==> config.mk <==
export PLATFORM = sky130hd
export DESIGN_NAME = uart_prog_loader_ctrl
export DESIGN_NICKNAME = d
export VERILOG_FILES = /design/src/rtl/uart_prog_loader_ctrl.sv
export SDC_FILE = /design/constraint.sdc
export NUM_CORES = 1
export LEC_CHECK = 0
export BUFFER_PORTS_ARGS = -buffer_cell sky130_fd_sc_hd__buf_2
export CORE_UTILIZATION = 35
export CTS_BUF_LIST = sky130_fd_sc_hd__clkbuf_4 sky130_fd_sc_hd__clkbuf_8
export DETAILED_ROUTE_END_ITERATION = 10
export PLACE_DENSITY = 0.65
export SLEW_MARGIN = 20
export SYNTH_ARGS = -nofsm -noshare
export SYNTH_HDL_FRONTEND = slang
export SYNTH_SLANG_ARGS = --single-unit
==> constraint.sdc <==
create_clock -name wb_clk_i -period 1.8 [get_ports wb_clk_i]
set_input_delay 0.54 -clock wb_clk_i [delete_from_list [all_inputs] [get_ports wb_clk_i]]
set_output_delay 0.54 -clock wb_clk_i [all_outputs]
set_load 0.1 [all_outputs]
==> src/rtl/uart_prog_loader_ctrl.sv <==
`default_nettype none
// ============================================================================
// Module   : uart_prog_loader_ctrl
// Purpose  : Boot-time program loader between a UART receiver and the core
//            instruction memory. Bytes are packed into 32-bit little-endian
//            words and written to consecutive IMEM word addresses while the
//            core is held in reset. The END_WORD terminator (never written)
//            releases the core.
// Options  : `define PROG_CHECKSUM_EN adds a trailing 32-bit checksum word C
//            after END_WORD; the load succeeds only if sum(words)+C == 0.
// Ports    : wb_clk_i      clock (rising edge)
//            wb_rst_i      synchronous active-high reset
//            prog_en_i     loading enable (level); dropping it aborts a load
//            rx_valid_i    one-cycle byte strobe
//            rx_byte_i     received byte
//            imem_we_o     IMEM write strobe, one cycle per word
//            imem_addr_o   IMEM word address (valid with imem_we_o)
//            imem_wdata_o  IMEM write data   (valid with imem_we_o)
//            core_rst_o    core reset, active high
//            load_done_o   sticky load-success flag
//            load_err_o    sticky load-failure flag
//            word_cnt_o    number of words written so far
// Revision : 1.0 - initial release
// ============================================================================
module uart_prog_loader_ctrl #(
    parameter int          ADDR_W   = 8,
    parameter logic [31:0] END_WORD = 32'h00000FFF
) (
    input  logic              wb_clk_i,
    input  logic              wb_rst_i,
    input  logic              prog_en_i,
    input  logic              rx_valid_i,
    input  logic [7:0]        rx_byte_i,
    output logic              imem_we_o,
    output logic [ADDR_W-1:0] imem_addr_o,
    output logic [31:0]       imem_wdata_o,
    output logic              core_rst_o,
    output logic              load_done_o,
    output logic              load_err_o,
    output logic [ADDR_W:0]   word_cnt_o
);

    localparam logic [2:0] IDLE  = 3'd0;
    localparam logic [2:0] RECV  = 3'd1;
    localparam logic [2:0] WRITE = 3'd2;
    localparam logic [2:0] DONE  = 3'd3;
    localparam logic [2:0] ERR   = 3'd4;
    localparam logic [2:0] CKSUM = 3'd5;

    // Word count at which IMEM is full (2**ADDR_W).
    localparam logic [ADDR_W:0] DEPTH = {1'b1, {ADDR_W{1'b0}}};

    logic [2:0]        state_q, state_d;
    logic [1:0]        lane_q, lane_d;
    logic [31:0]       shift_q, shift_d;
    logic [31:0]       wdata_q, wdata_d;
    logic [ADDR_W:0]   cnt_q, cnt_d;
`ifdef PROG_CHECKSUM_EN
    logic [31:0]       sum_q, sum_d;
`endif

    logic              byte_acc;
    logic              word_done;
    logic              loading;
    logic [31:0]       word_w;

    // States in which bytes are assembled and prog_en_i can abort the load.
    // WRITE is included so a byte arriving right after a word is kept.
    assign loading   = (state_q == RECV) || (state_q == WRITE) || (state_q == CKSUM);
    assign byte_acc  = rx_valid_i && loading;
    assign word_done = byte_acc && (lane_q == 2'd3);
    // Complete word: the current byte supplies the top lane.
    assign word_w    = {rx_byte_i, shift_q[23:0]};

    always_comb begin
        state_d = state_q;
        lane_d  = lane_q;
        shift_d = shift_q;
        wdata_d = wdata_q;
        cnt_d   = cnt_q;
`ifdef PROG_CHECKSUM_EN
        sum_d   = sum_q;
`endif

        if (byte_acc) begin
            lane_d = lane_q + 2'd1;
            case (lane_q)
                2'd0:    shift_d[7:0]   = rx_byte_i;
                2'd1:    shift_d[15:8]  = rx_byte_i;
                2'd2:    shift_d[23:16] = rx_byte_i;
                default: shift_d        = '0;  // word complete, start fresh
            endcase
        end

        case (state_q)
            IDLE: begin
                if (prog_en_i) state_d = RECV;
            end
            RECV: begin
                if (word_done) begin
                    if (word_w == END_WORD) begin
`ifdef PROG_CHECKSUM_EN
                        state_d = CKSUM;
`else
                        state_d = DONE;
`endif
                    end else if (cnt_q == DEPTH) begin
                        state_d = ERR;
                    end else begin
                        state_d = WRITE;
                        wdata_d = word_w;
                    end
                end
            end
            WRITE: begin
                cnt_d   = cnt_q + 1'b1;
`ifdef PROG_CHECKSUM_EN
                sum_d   = sum_q + wdata_q;
`endif
                state_d = RECV;
            end
`ifdef PROG_CHECKSUM_EN
            CKSUM: begin
                if (word_done) begin
                    state_d = ((sum_q + word_w) == 32'h0) ? DONE : ERR;
                end
            end
`endif
            default: ;  // DONE / ERR hold until reset
        endcase

        // Abort overrides everything above; the write strobe of a WRITE
        // cycle is decoded from the current state and so still completes.
        if (loading && !prog_en_i) begin
            state_d = IDLE;
            lane_d  = 2'd0;
            shift_d = '0;
            cnt_d   = '0;
`ifdef PROG_CHECKSUM_EN
            sum_d   = '0;
`endif
        end
    end

    always_ff @(posedge wb_clk_i) begin
        if (wb_rst_i) begin
            state_q <= IDLE;
            lane_q  <= 2'd0;
            shift_q <= '0;
            wdata_q <= '0;
            cnt_q   <= '0;
`ifdef PROG_CHECKSUM_EN
            sum_q   <= '0;
`endif
        end else begin
            state_q <= state_d;
            lane_q  <= lane_d;
            shift_q <= shift_d;
            wdata_q <= wdata_d;
            cnt_q   <= cnt_d;
`ifdef PROG_CHECKSUM_EN
            sum_q   <= sum_d;
`endif
        end
    end

    assign imem_we_o    = (state_q == WRITE);
    assign imem_addr_o  = cnt_q[ADDR_W-1:0];
    assign imem_wdata_o = wdata_q;
    assign core_rst_o   = (state_q != DONE);
    assign load_done_o  = (state_q == DONE);
    assign load_err_o   = (state_q == ERR);
    assign word_cnt_o   = cnt_q;

endmodule
`default_nettype wire

## After elaboration in Yosys (flattened, before gate mapping)

Cells that the tools add are included.

- Bits of input ports: 12
- Logic and storage cells: 53
- Output and inout bits: 53
- Flip-flop bits (word level): 70

- $add $sub $neg: 2
- Equality and inequality tests: 13
- Reduce and logical (&&, ||, !) cells: 18
- Multiplexer cells: 8
- Bitwise logic cells: 5

Operator list:

| cell | count |
|---|---|
| $pmux 8 s2 | 3 |
| $eq 32x12->1 const B | 1 |
| $mux 3 | 4 |
| $add 9x1->9 const B | 1 |
| $eq 9x9->1 const B | 1 |
| $pmux 3 s3 | 1 |
| $reduce_or 2->1 | 4 |
| $eq 3x2->1 const B | 2 |
| $eq 3x3->1 const B | 2 |
| $reduce_and 2->1 | 3 |
| $not 1->1 | 5 |
| $eq 2x2->1 const B | 2 |
| $ne 2x2->1 const B | 2 |
| $reduce_and 4->1 | 1 |
| $eq 3x1->1 const B | 1 |
| $logic_and 1x1->1 | 3 |
| $logic_not 3->1 | 1 |
| $ne 3x2->1 const B | 1 |
| $reduce_and 3->1 | 1 |
| $reduce_bool 3->1 | 1 |
| $add 2x1->2 const B | 1 |
| $eq 2x1->1 const B | 1 |
| $logic_not 2->1 | 1 |
| $logic_or 1x1->1 | 2 |
| $logic_not 1->1 | 1 |

## Longest topological paths before layout

- Depth in word-level cells: 7
- Gate-level depth with buffers: 8
- Mapped depth without buffers: 6

## Least setup slack after synthesis

Ideal clock, no wire load.

- Path type: register to output
- Start point: register state_q[2]
- End point: output load_err_o
- Path slack: -1404 ps
- Arrival: 2664 ps
- Cell stages (with the launch flop): 3
- Required time: 1260 ps
- Cell sequence: dfxtp_1 buf_2 nor3b_1

- Longest elaborated chain between the ends: 1

Ends and longest elaborated chain:

| what | RTL line | source |
|---|---|---|
| start: declaration | 53 | `logic [2:0] state_q, state_d;` |
| start signal: assignment | 156 | `state_q <= state_d;` |
| $eq 3x3->1 | 172 | `assign load_err_o = (state_q == ERR);` |
| end: declaration | 39 | `output logic load_err_o,` |

Every way passes these cells.

## Worst setup path after layout

- Start point: register state_q[2]
- End point: output imem_we_o

- Longest elaborated chain between the ends: 1

Ends and longest elaborated chain:

| what | RTL line | source |
|---|---|---|
| $eq 3x2->1 | 167 | `assign imem_we_o = (state_q == WRITE);` |
| end: declaration | 34 | `output logic imem_we_o,` |

Every way passes these cells.

==> run summary <==
Outcome: finished, violations left
Failing checks: setup timing
EDFF count, synth: 0
Share of flip-flops with an asynchronous set or reset: 0%
Largest net degree at the start of global routing: 39
Crit-path max FO: 2
Die Ht: 99.2 um
Share of cells above drive strength 1: 40.7%
Post-DP Area: 0.00393 mm^2
Vias post-DR: 2752
Worst skew pair latency: 0.34 ns
Area growth syn-to-layout: 35.1%
Worst-case clock buffer depth: 2
Die ar.: 0.00984 mm^2
Seq cells post-synth: 70
Hold Violations, Final: 0
Drt wl/cell: 14.6 um
Design Area, Final: 0.00447 mm^2
Number of hold buffers added after cts: 0
Biggest area consumer among synthesized cells: dfxtp_1
Area of the mapped netlist: 0.00331 mm^2
CP arrival: 1.40 ns
YS warnings: 0
Setup TNS: -1.77 ns
CTS Root Cell: clkbuf_8
Starting Density: 36.0%
Nets: 453
Final core occ: 48.6%
Fmax: 0.515 GHz
Antenna violations before repair: 0
Period utilisation layout: 108%
Predominant post-synthesis flop cell: dfxtp_1
Largest cells by area after synthesis: dfxtp_1, nand2b_1, mux2i_1
Register area share after synthesis: 42.4%
Avg Vias per Cell: 4.99
First drt pass iteration count: 4
Post-synthesis cell type count: 45
Port Buffer Count: 64
Post-synth top area share: 42.4%
# rows: 35
DRT iter0 DRCs: 163
Detail Placement HPWL: 5320 um
Drt total wl: 8060 um
Die Wd: 99.2 um
Count leader, synth: dfxtp_1
# diodes: 0
VDD IR max: 0.000414 V
Pwr dens: 674 mW/mm^2
Final GP Congestion: 0.795
Mean post-synth cell area: 9.61 um^2
Min cycle time layout: 1.94 ns
Final ANT Viol Nets: 0
Synth cell count leaders: dfxtp_1, nand2b_1, mux2i_1
Required @ worst endpoint: 1.26 ns
Post-route worst setup slack: -0.141 ns
Least-Margin Pin Slew: 0.651 ns
H-Tree Level Count: 3
RSZ-0062 raised after global routing: true
Core area: 0.00920 mm^2
HP Class: flip-flop to flip-flop
Total GRT Usage: 15.8%
Kind of launch point of the worst setup path: flip-flop
Worst Setup End Kind: output pin
Final Max Slew Viols: 0
Vias in the first global route: 2502
Clock Sink Count: 70
Clock edge transition at the registers on the reported setup and hold paths: 0.07 ns
Skew final: 0.0132 ns
Max-cap violations: 0
CTS buffer count: 9
CTS tree: built
Cells after synthesis: 344
Fill cells: 835
Worst Path Class, Setup: flip-flop to output pin
P_leak: 1.71 nW
Syn_nets: 362
Slew HR: 56.4%
First-pass GRT wire length: 12200 um
Total grt overflow: 0
Final setup fails: 26
DRC: 0
# IOs: 65
registers in the layout, indices dropped and copies added, names as in the netlist:
| name | cells |
|---|---|
| lane_q | 2 |
| word_cnt_o | 9 |
| state_q | 3 |
| imem_wdata_o | 32 |
| shift_q | 24 |
final cells by class:
class | count | area [um^2] | area share [%]
flip-flops and latches | 70 | 1440 | 32.1
clock inverters | 4 | 28.8 | 0.644
well taps | 111 | 139 | 3.11
repair buffers | 108 | 825 | 18.4
inverters | 7 | 40.0 | 0.896
multi-input cells | 239 | 1840 | 41.1
clock buffers | 12 | 165 | 3.70
worst max-delay path: stages, from the launching register on:
cell and delay, ns:
dfxtp_2 0.32, or3b_4 0.41, buf_6 0.13, clkinv_4 0.05, buf_12 0.16
placed cells by master (no fill, tap or decap), types with 6 or more instances in the layout:
cell type  instances
buf_12             6
buf_6             11
nor2_1            13
a22o_1             8
clkbuf_8          12
dfxtp_4            7
buf_2             58
nand3_1           10
dfxtp_1           57
dfxtp_2            6
nand2b_1          63
mux2i_1           32
nand3_2            7
a21oi_1           15
a21oi_2            7
buf_4             28
nand2_1           22
final timing paths:
path,end,depth (start not counted),startpoint,slack (ns)
worst min-delay path,imem_wdata_o[24],2,imem_wdata_o[24],0.47
worst min register to register,imem_wdata_o[24],2,imem_wdata_o[24],0.47
worst max-delay path,imem_we_o,4,state_q[2],-0.14
worst max register to register,shift_q[19],8,state_q[2],-0.12
power by group:
part           total [W]  switching, W  internal, W
clock network    0.00121      0.000596     0.000617
registers        0.00156     0.0000103      0.00155
logic           0.000241      0.000135     0.000106
metrics by stage:
step	total power (W)	setup WS [ns]	std cells	hold slack (ns)
final	0.00301	-0.141	551	0.473
after global routing	0.00313	-0.181	551	0.490
after CTS	0.00302	-0.131	540	0.472
after detailed placement	0.00181	-0.202	521	0.458
after global placement	0.00181	-0.133	521	0.456
after floorplan	0.00172	-0.403	344	0.439
logic make-up after synthesis:
kind of cell    count (synthesis)  synth area share, %
compound gates                 44                 10.4
xor+xnor                        8                 2.12
fa+ha+maj                       6                 2.27
buf+inv                        35                 6.66
flops                          70                 42.4
mux                            32                 9.69
simple gates                  149                 26.4
metal layers:
metal,global-route usage (%),vias up,share of wire (%)
li1,-,1354,-
met4,5.88,0,1.3
met2,24.9,57,48
met3,4.36,6,4.4
met1,20.6,1335,46
met5,0,-,0
timing repair:
action,4_1_cts,5_1_grt
hold endpoints to repair,0,0
endpoints found under the setup margin,22,63
setup buffers,3,9
gates cloned,0,3
pin swaps,9,34
gates resized for setup,15,39
Power figures use the tool's default switching activity.
